## config.mk

```make
export PLATFORM = sky130hd
export DESIGN_NAME = regfile_sb
export DESIGN_NICKNAME = d
export VERILOG_FILES = /design/src/rtl/regfile_sb.sv
export SDC_FILE = /design/constraint.sdc
export NUM_CORES = 2
export LEC_CHECK = 0
export BUFFER_PORTS_ARGS = -buffer_cell sky130_fd_sc_hd__buf_2
export CAP_MARGIN = 20
export CORE_MARGIN = 3
export CORE_UTILIZATION = 35
export CTS_CLUSTER_DIAMETER = 60
export CTS_CLUSTER_SIZE = 10
export DETAILED_ROUTE_END_ITERATION = 10
export PLACE_DENSITY_LB_ADDON = 0.15
export RECOVER_POWER = 50
export SLEW_MARGIN = 10
export SYNTH_ARGS = -nofsm -noshare
export SYNTH_HDL_FRONTEND = slang
export SYNTH_SLANG_ARGS = --single-unit
export TNS_END_PERCENT = 10
```

## constraint.sdc

```tcl
create_clock -name clk -period 38.8 [get_ports clk]
set_clock_uncertainty 0.05 [all_clocks]
set_input_delay 5.82 -clock clk [delete_from_list [all_inputs] [get_ports clk]]
set_output_delay 5.82 -clock clk [all_outputs]
set_load 0.02 [all_outputs]
```

## src/rtl/regfile_sb.sv

```systemverilog
// Register file with dual writeback ports, read bypass and a per-register busy scoreboard.
// x0 is hardwired to zero and is never marked busy.
module regfile_sb #(
  parameter int unsigned XLEN     = 32,
  parameter int unsigned NUM_REGS = 32,
  parameter int unsigned AW       = 5,
  parameter int unsigned NRD      = 2
) (
  input  logic                clk,
  input  logic                reset,
  input  logic [NRD*AW-1:0]   rd_addr,
  output logic [NRD*XLEN-1:0] rd_data,
  output logic [NRD-1:0]      rd_busy,
  input  logic                wr_en0,
  input  logic [AW-1:0]       wr_rd0,
  input  logic [XLEN-1:0]     wr_data0,
  input  logic                wr_en1,
  input  logic [AW-1:0]       wr_rd1,
  input  logic [XLEN-1:0]     wr_data1,
  input  logic                issue_en,
  input  logic [AW-1:0]       issue_rd,
  input  logic                flush,
  output logic [AW:0]         busy_count
);

  localparam logic [AW:0] NumRegs = (AW+1)'(NUM_REGS);

  // Nonzero and inside the implemented register range.
  function automatic logic addr_ok(input logic [AW-1:0] a);
    return (a != '0) && ({1'b0, a} < NumRegs);
  endfunction

  logic [XLEN-1:0]     regs_q [NUM_REGS];
  logic [XLEN-1:0]     regs_d [NUM_REGS];
  logic [NUM_REGS-1:0] busy_q, busy_d;
  logic [AW:0]         busy_count_q, busy_count_d;
  logic                we0, we1, iss;
  logic [AW-1:0]       rd_a;
  logic                hit0, hit1;

  assign we0 = !reset && wr_en0 && addr_ok(wr_rd0);
  assign we1 = !reset && wr_en1 && addr_ok(wr_rd1);
  assign iss = !reset && issue_en && addr_ok(issue_rd) && !flush;

  // Port 1 is applied last so it wins a same-register collision.
  always_comb begin
    regs_d = regs_q;
    if (we0) regs_d[wr_rd0] = wr_data0;
    if (we1) regs_d[wr_rd1] = wr_data1;
    regs_d[0] = '0;
  end

  // Set is applied after the clears so an issue beats a same-cycle writeback.
  always_comb begin
    busy_d = busy_q;
    if (we0) busy_d[wr_rd0] = 1'b0;
    if (we1) busy_d[wr_rd1] = 1'b0;
    if (iss) busy_d[issue_rd] = 1'b1;
    if (flush) busy_d = '0;
    busy_d[0] = 1'b0;
  end

  always_comb begin
    busy_count_d = '0;
    for (int unsigned i = 0; i < NUM_REGS; i++) begin
      busy_count_d = busy_count_d + (AW+1)'(busy_d[i]);
    end
  end

  always_comb begin
    rd_data = '0;
    rd_busy = '0;
    rd_a    = '0;
    hit0    = 1'b0;
    hit1    = 1'b0;
    for (int unsigned k = 0; k < NRD; k++) begin
      rd_a = rd_addr[k*AW +: AW];
      hit0 = we0 && (rd_a == wr_rd0);
      hit1 = we1 && (rd_a == wr_rd1);
      if (addr_ok(rd_a)) begin
        if (hit1) begin
          rd_data[k*XLEN +: XLEN] = wr_data1;
        end else if (hit0) begin
          rd_data[k*XLEN +: XLEN] = wr_data0;
        end else begin
          rd_data[k*XLEN +: XLEN] = regs_q[rd_a];
        end
        rd_busy[k] = busy_q[rd_a] && !(hit0 || hit1);
      end
    end
  end

  always_ff @(posedge clk or posedge reset) begin
    if (reset) begin
      regs_q       <= '{default: '0};
      busy_q       <= '0;
      busy_count_q <= '0;
    end else begin
      regs_q       <= regs_d;
      busy_q       <= busy_d;
      busy_count_q <= busy_count_d;
    end
  end

  assign busy_count = busy_count_q;

endmodule

```

==> impl_metrics.csv <==
group,metric,value,unit
power_and_ir_drop,vdd_drop_max,0.00003639,V
floorplanning,floorplan.io_pins,167,
layout,filler_cell_count,18590,
power_and_ir_drop,p_sw_frac,0.3252,
setup_path,critPathCaptureType,"primary output",
yosys,synth.avg_cell_area,10.02,um^2
power_and_ir_drop,p_leak,32.08,nW
detailed_routing,detail-route-antenna-nets,0,
layout,design.final.nets,6429,
global_routing,grt.overflow.total,0,
detailed_routing,drt_pass1_iterations,8,
yosys,ys_warn_count,0,
setup_path,path_delay_family,"buffers and inverters",
yosys,postSynth.topFlopCell,"sky130_fd_sc_hd__dfrtp_1",
place,io_buffers,166,
layout,area_growth_from_synthesis_to_layout,8.495,%
power_and_ir_drop,power.switching,1.210,mW
clock_tree,ctsHoldBuffers,0,
yosys,postSynth.asyncResetShare,1.000,
timing,timing.slew.headroom,-2.763,
yosys,synthCells,6699,
timing,fmax,58.74,MHz
detailed_routing,drt_iter0_drc,7301,
setup_path,critical_path_peak_fanout,108,
setup_path,worstSetupStartpointType,"input port",
global_routing,grt_max_degree,159,
floorplanning,core_area,190400,um^2
layout,post_route_cells_drive_above_1_share,0.1490,
clock_tree,clk_pin_slew_worst_paths,0.06,ns
timing,timing.final.crit_share,0.4388,
timing,slew_violations,1705,
outcome,outcome,"complete, but fails checks",
timing,final.hold.worst_slack,0.5405,ns
yosys,synth_cell_types,61,
layout,multi_input_gate_area_in_the_final_layout,37840,um^2
detailed_routing,wire_per_inst,36.36,um
setup_path,cp_slowest_cell,"sky130_fd_sc_hd__buf_4",
timing,rsz0062_at_grt,"false",
yosys,synth_enable_flop_cells,0,
floorplanning,x_dimension_of_the_die,444.0,um
floorplanning,die_area,197100,um^2
floorplanning,floorplan.die.height,444.0,um
yosys,synth.net_count,6824,
clock_tree,cts_root_buffer,"sky130_fd_sc_hd__clkbuf_16",
clock_tree,post_cts_resize_count,0,
clock_tree,htree_levels,4,
timing,tightest_slew,5.613,ns
job,drv_cap,49,
outcome,violations,"max-capacitance violations, max-slew violations",
timing,worst_slack,21.78,ns
clock_tree,clock_latency_on_the_worst_skew_pair,0.78,ns
clock_tree,cts_tree,"done",
yosys,netlist_area,67150,um^2
place,place_worst_setup_slack,21.82,ns
setup_path,worst-path-buf-inv,5,
detailed_routing,via_count,56150,
detailed_routing,routed_wl,323.3,mm
min_path,hold_class,"reg -> reg",
yosys,synth-seq-cells,1029,
setup_path,worstPathArrival,11.15,ns
power_and_ir_drop,seqPwrFrac,0.422,
power_and_ir_drop,comb_power_share,0.252,
timing,final.min_clock_period,17.02,ns
timing,finalSetupTns,0,ns
place,dp.final_hpwl,184.6,mm
timing,final-hold-violation-count,0,
floorplanning,rows,160,
detailed_routing,post_drt_via_cell_ratio,6.315,
global_routing,gr-usage-all-layers,0.3199,
clock_tree,clock_tree.buffer_depth,3,
setup_path,worst_path_largest_cell_delay,0.82,ns
place,gp_congestion,0.8943,
timing,finalSetupViolations,0,
clock_tree,num_clock_sinks,1029,
setup_path,critical_path_required,32.93,ns
yosys,ys_seq_area_frac,0.3835,
setup_path,setup.worst_path.class,"in -> out",
setup_path,timing.critical_path.mode_cell,"sky130_fd_sc_hd__buf_4",
power_and_ir_drop,share_clk_of_total_power,0.325,
global_routing,grt_pass1_vias,53490,
setup_path,crit_chain,"buf_8, buf_4, buf_4, buf_12, mux4_2, mux2_2, a221oi_1, or4_1, a31oi_1, buf_2",
floorplanning,floorplan.initialDensity,0.3527,
detailed_routing,remaining_drcs,0,
global_routing,antenna_found_initial,37,
power_and_ir_drop,p_int,2.510,mW
power_and_ir_drop,power.density_cell_area,51.06,nW/um^2
layout,sequential_cell_area,25750,um^2
clock_tree,postCtsSetupRepairBufs,0,
clock_tree,numCtsBuffers,134,
global_routing,grt_pass1_wl,446.6,mm
-- registers in the layout (all words and copies together) (netlist names) --
name and count:
busy_q 31, busy_count 6, regs_q 992
-- per-stage QoR --
stage	utilization	cell area [um^2]	cells	total power, mW
CTS	0.3845	73210	8873	3.712
finish	0.3827	72850	8892	3.720
global route	0.3825	72820	8879	3.874
global placement	0.3633	69170	8675	2.477
floorplan	-	67150	6699	2.214
detailed placement	0.3636	69220	8678	2.503
-- cells by family (layout without fill, tap and decap cells) --
logic type	Yosys count	after routing	share of synthesized area
compound gates	1551	1551	0.1338
xor+xnor	23	23	0.003000
fa+ha+maj	30	30	0.008161
buf+inv	883	547	0.05711
flops	1029	1029	0.3835
mux	1734	1734	0.3250
other cells	0	18	0
simple gates	1449	1449	0.08946
-- path summary, 6_finish.rpt --
path | slack, ns | from | to | depth (start not counted)
hold / removal | 0.54 | regs_q[807] | regs_q[807] | 2
setup / recovery | 21.78 | rd_addr[0] | rd_data[29] | 10
hold reg to reg | 0.54 | regs_q[807] | regs_q[807] | 2
setup reg to reg | 33.06 | busy_q[12] | busy_count[4] | 17
max in group asynchronous | 23.50 | reset | regs_q[567] | 4
min in group asynchronous | 6.88 | reset | busy_q[7] | 2
-- cell usage after synthesis (all sizes together) (18+ instances only) --
master / instances / area (um^2)
mux2i: 1306 / 13070
buf: 341 / 1799
a21oi: 917 / 4589
o31ai: 23 / 172.7
nor3: 82 / 440.4
o21a: 26 / 195.2
a211oi: 22 / 165.2
nand2: 262 / 983.4
nand2b: 20 / 125.1
nor2: 949 / 3567
a32oi: 72 / 630.6
or4: 28 / 214.0
a31oi: 42 / 262.8
dfrtp: 1029 / 25750
nor2b: 38 / 237.7
nand3: 18 / 90.09
mux4: 349 / 7860
clkbuf: 507 / 1904
a221oi: 39 / 341.6
o21ai: 172 / 860.8
inv: 35 / 131.4
o22ai: 146 / 913.4
a221o: 35 / 350.3
mux2: 79 / 889.6
fa: 23 / 460.4
-- worst reg2reg max path, stage by stage (launching register included) --
cell	delay, ns
sky130_fd_sc_hd__dfrtp_1	0.38
sky130_fd_sc_hd__or3b_2	0.47
sky130_fd_sc_hd__a21oi_1	0.33
sky130_fd_sc_hd__fa_1	0.49
sky130_fd_sc_hd__fa_1	0.51
sky130_fd_sc_hd__inv_1	0.06
sky130_fd_sc_hd__fa_1	0.53
sky130_fd_sc_hd__inv_1	0.05
sky130_fd_sc_hd__fa_1	0.46
sky130_fd_sc_hd__fa_1	0.50
sky130_fd_sc_hd__inv_1	0.05
sky130_fd_sc_hd__fa_1	0.45
sky130_fd_sc_hd__fa_1	0.44
sky130_fd_sc_hd__fa_1	0.48
sky130_fd_sc_hd__inv_1	0.08
sky130_fd_sc_hd__a21o_1	0.12
sky130_fd_sc_hd__a21oi_1	0.07
sky130_fd_sc_hd__xnor2_1	0.12
-- layout by cell type, fill, tap and decap left out, types with 135 or more instances in the layout --
cell type,count
sky130_fd_sc_hd__nor2_1,943
sky130_fd_sc_hd__o22ai_1,146
sky130_fd_sc_hd__a21oi_1,916
sky130_fd_sc_hd__mux4_2,349
sky130_fd_sc_hd__mux2i_1,1306
sky130_fd_sc_hd__dfrtp_1,1029
sky130_fd_sc_hd__buf_2,151
sky130_fd_sc_hd__nand2_1,240
sky130_fd_sc_hd__clkbuf_16,135
sky130_fd_sc_hd__o21ai_0,171
-- power groups by stage --
stage          Combinational (mW)  Sequential [mW]  Clock [mW]
2_1_floorplan               0.715             1.50           0
3_3_place_gp                0.909             1.57           0
3_5_place_dp                0.929             1.57           0
4_1_cts                     0.929             1.56        1.23
5_1_grt                      1.01             1.60        1.26
6_report                    0.939             1.57        1.21
-- per-layer routing --
| metal | routed length, um | GRT usage | vias up |
|---|---|---|---|
| li1 | - | - | 23600 |
| met1 | 127500 | 0.4138 | 28310 |
| met2 | 144800 | 0.4919 | 3309 |
| met3 | 29080 | 0.07170 | 919 |
| met4 | 21960 | 0.1874 | 14 |
| met5 | 82 | 0 | - |
-- final cells by class --
| class | instances | area share |
|---|---|---|
| diodes | 18 | 0.0006183 |
| multi-input cells | 4787 | 0.5195 |
| clock buffers | 165 | 0.04943 |
| inverters | 35 | 0.001820 |
| clock inverters | 30 | 0.005324 |
| repair buffers | 317 | 0.02677 |
| well taps | 2511 | 0.04313 |
| flip-flops and latches | 1029 | 0.3535 |
(Power assumes the default switching activity.)
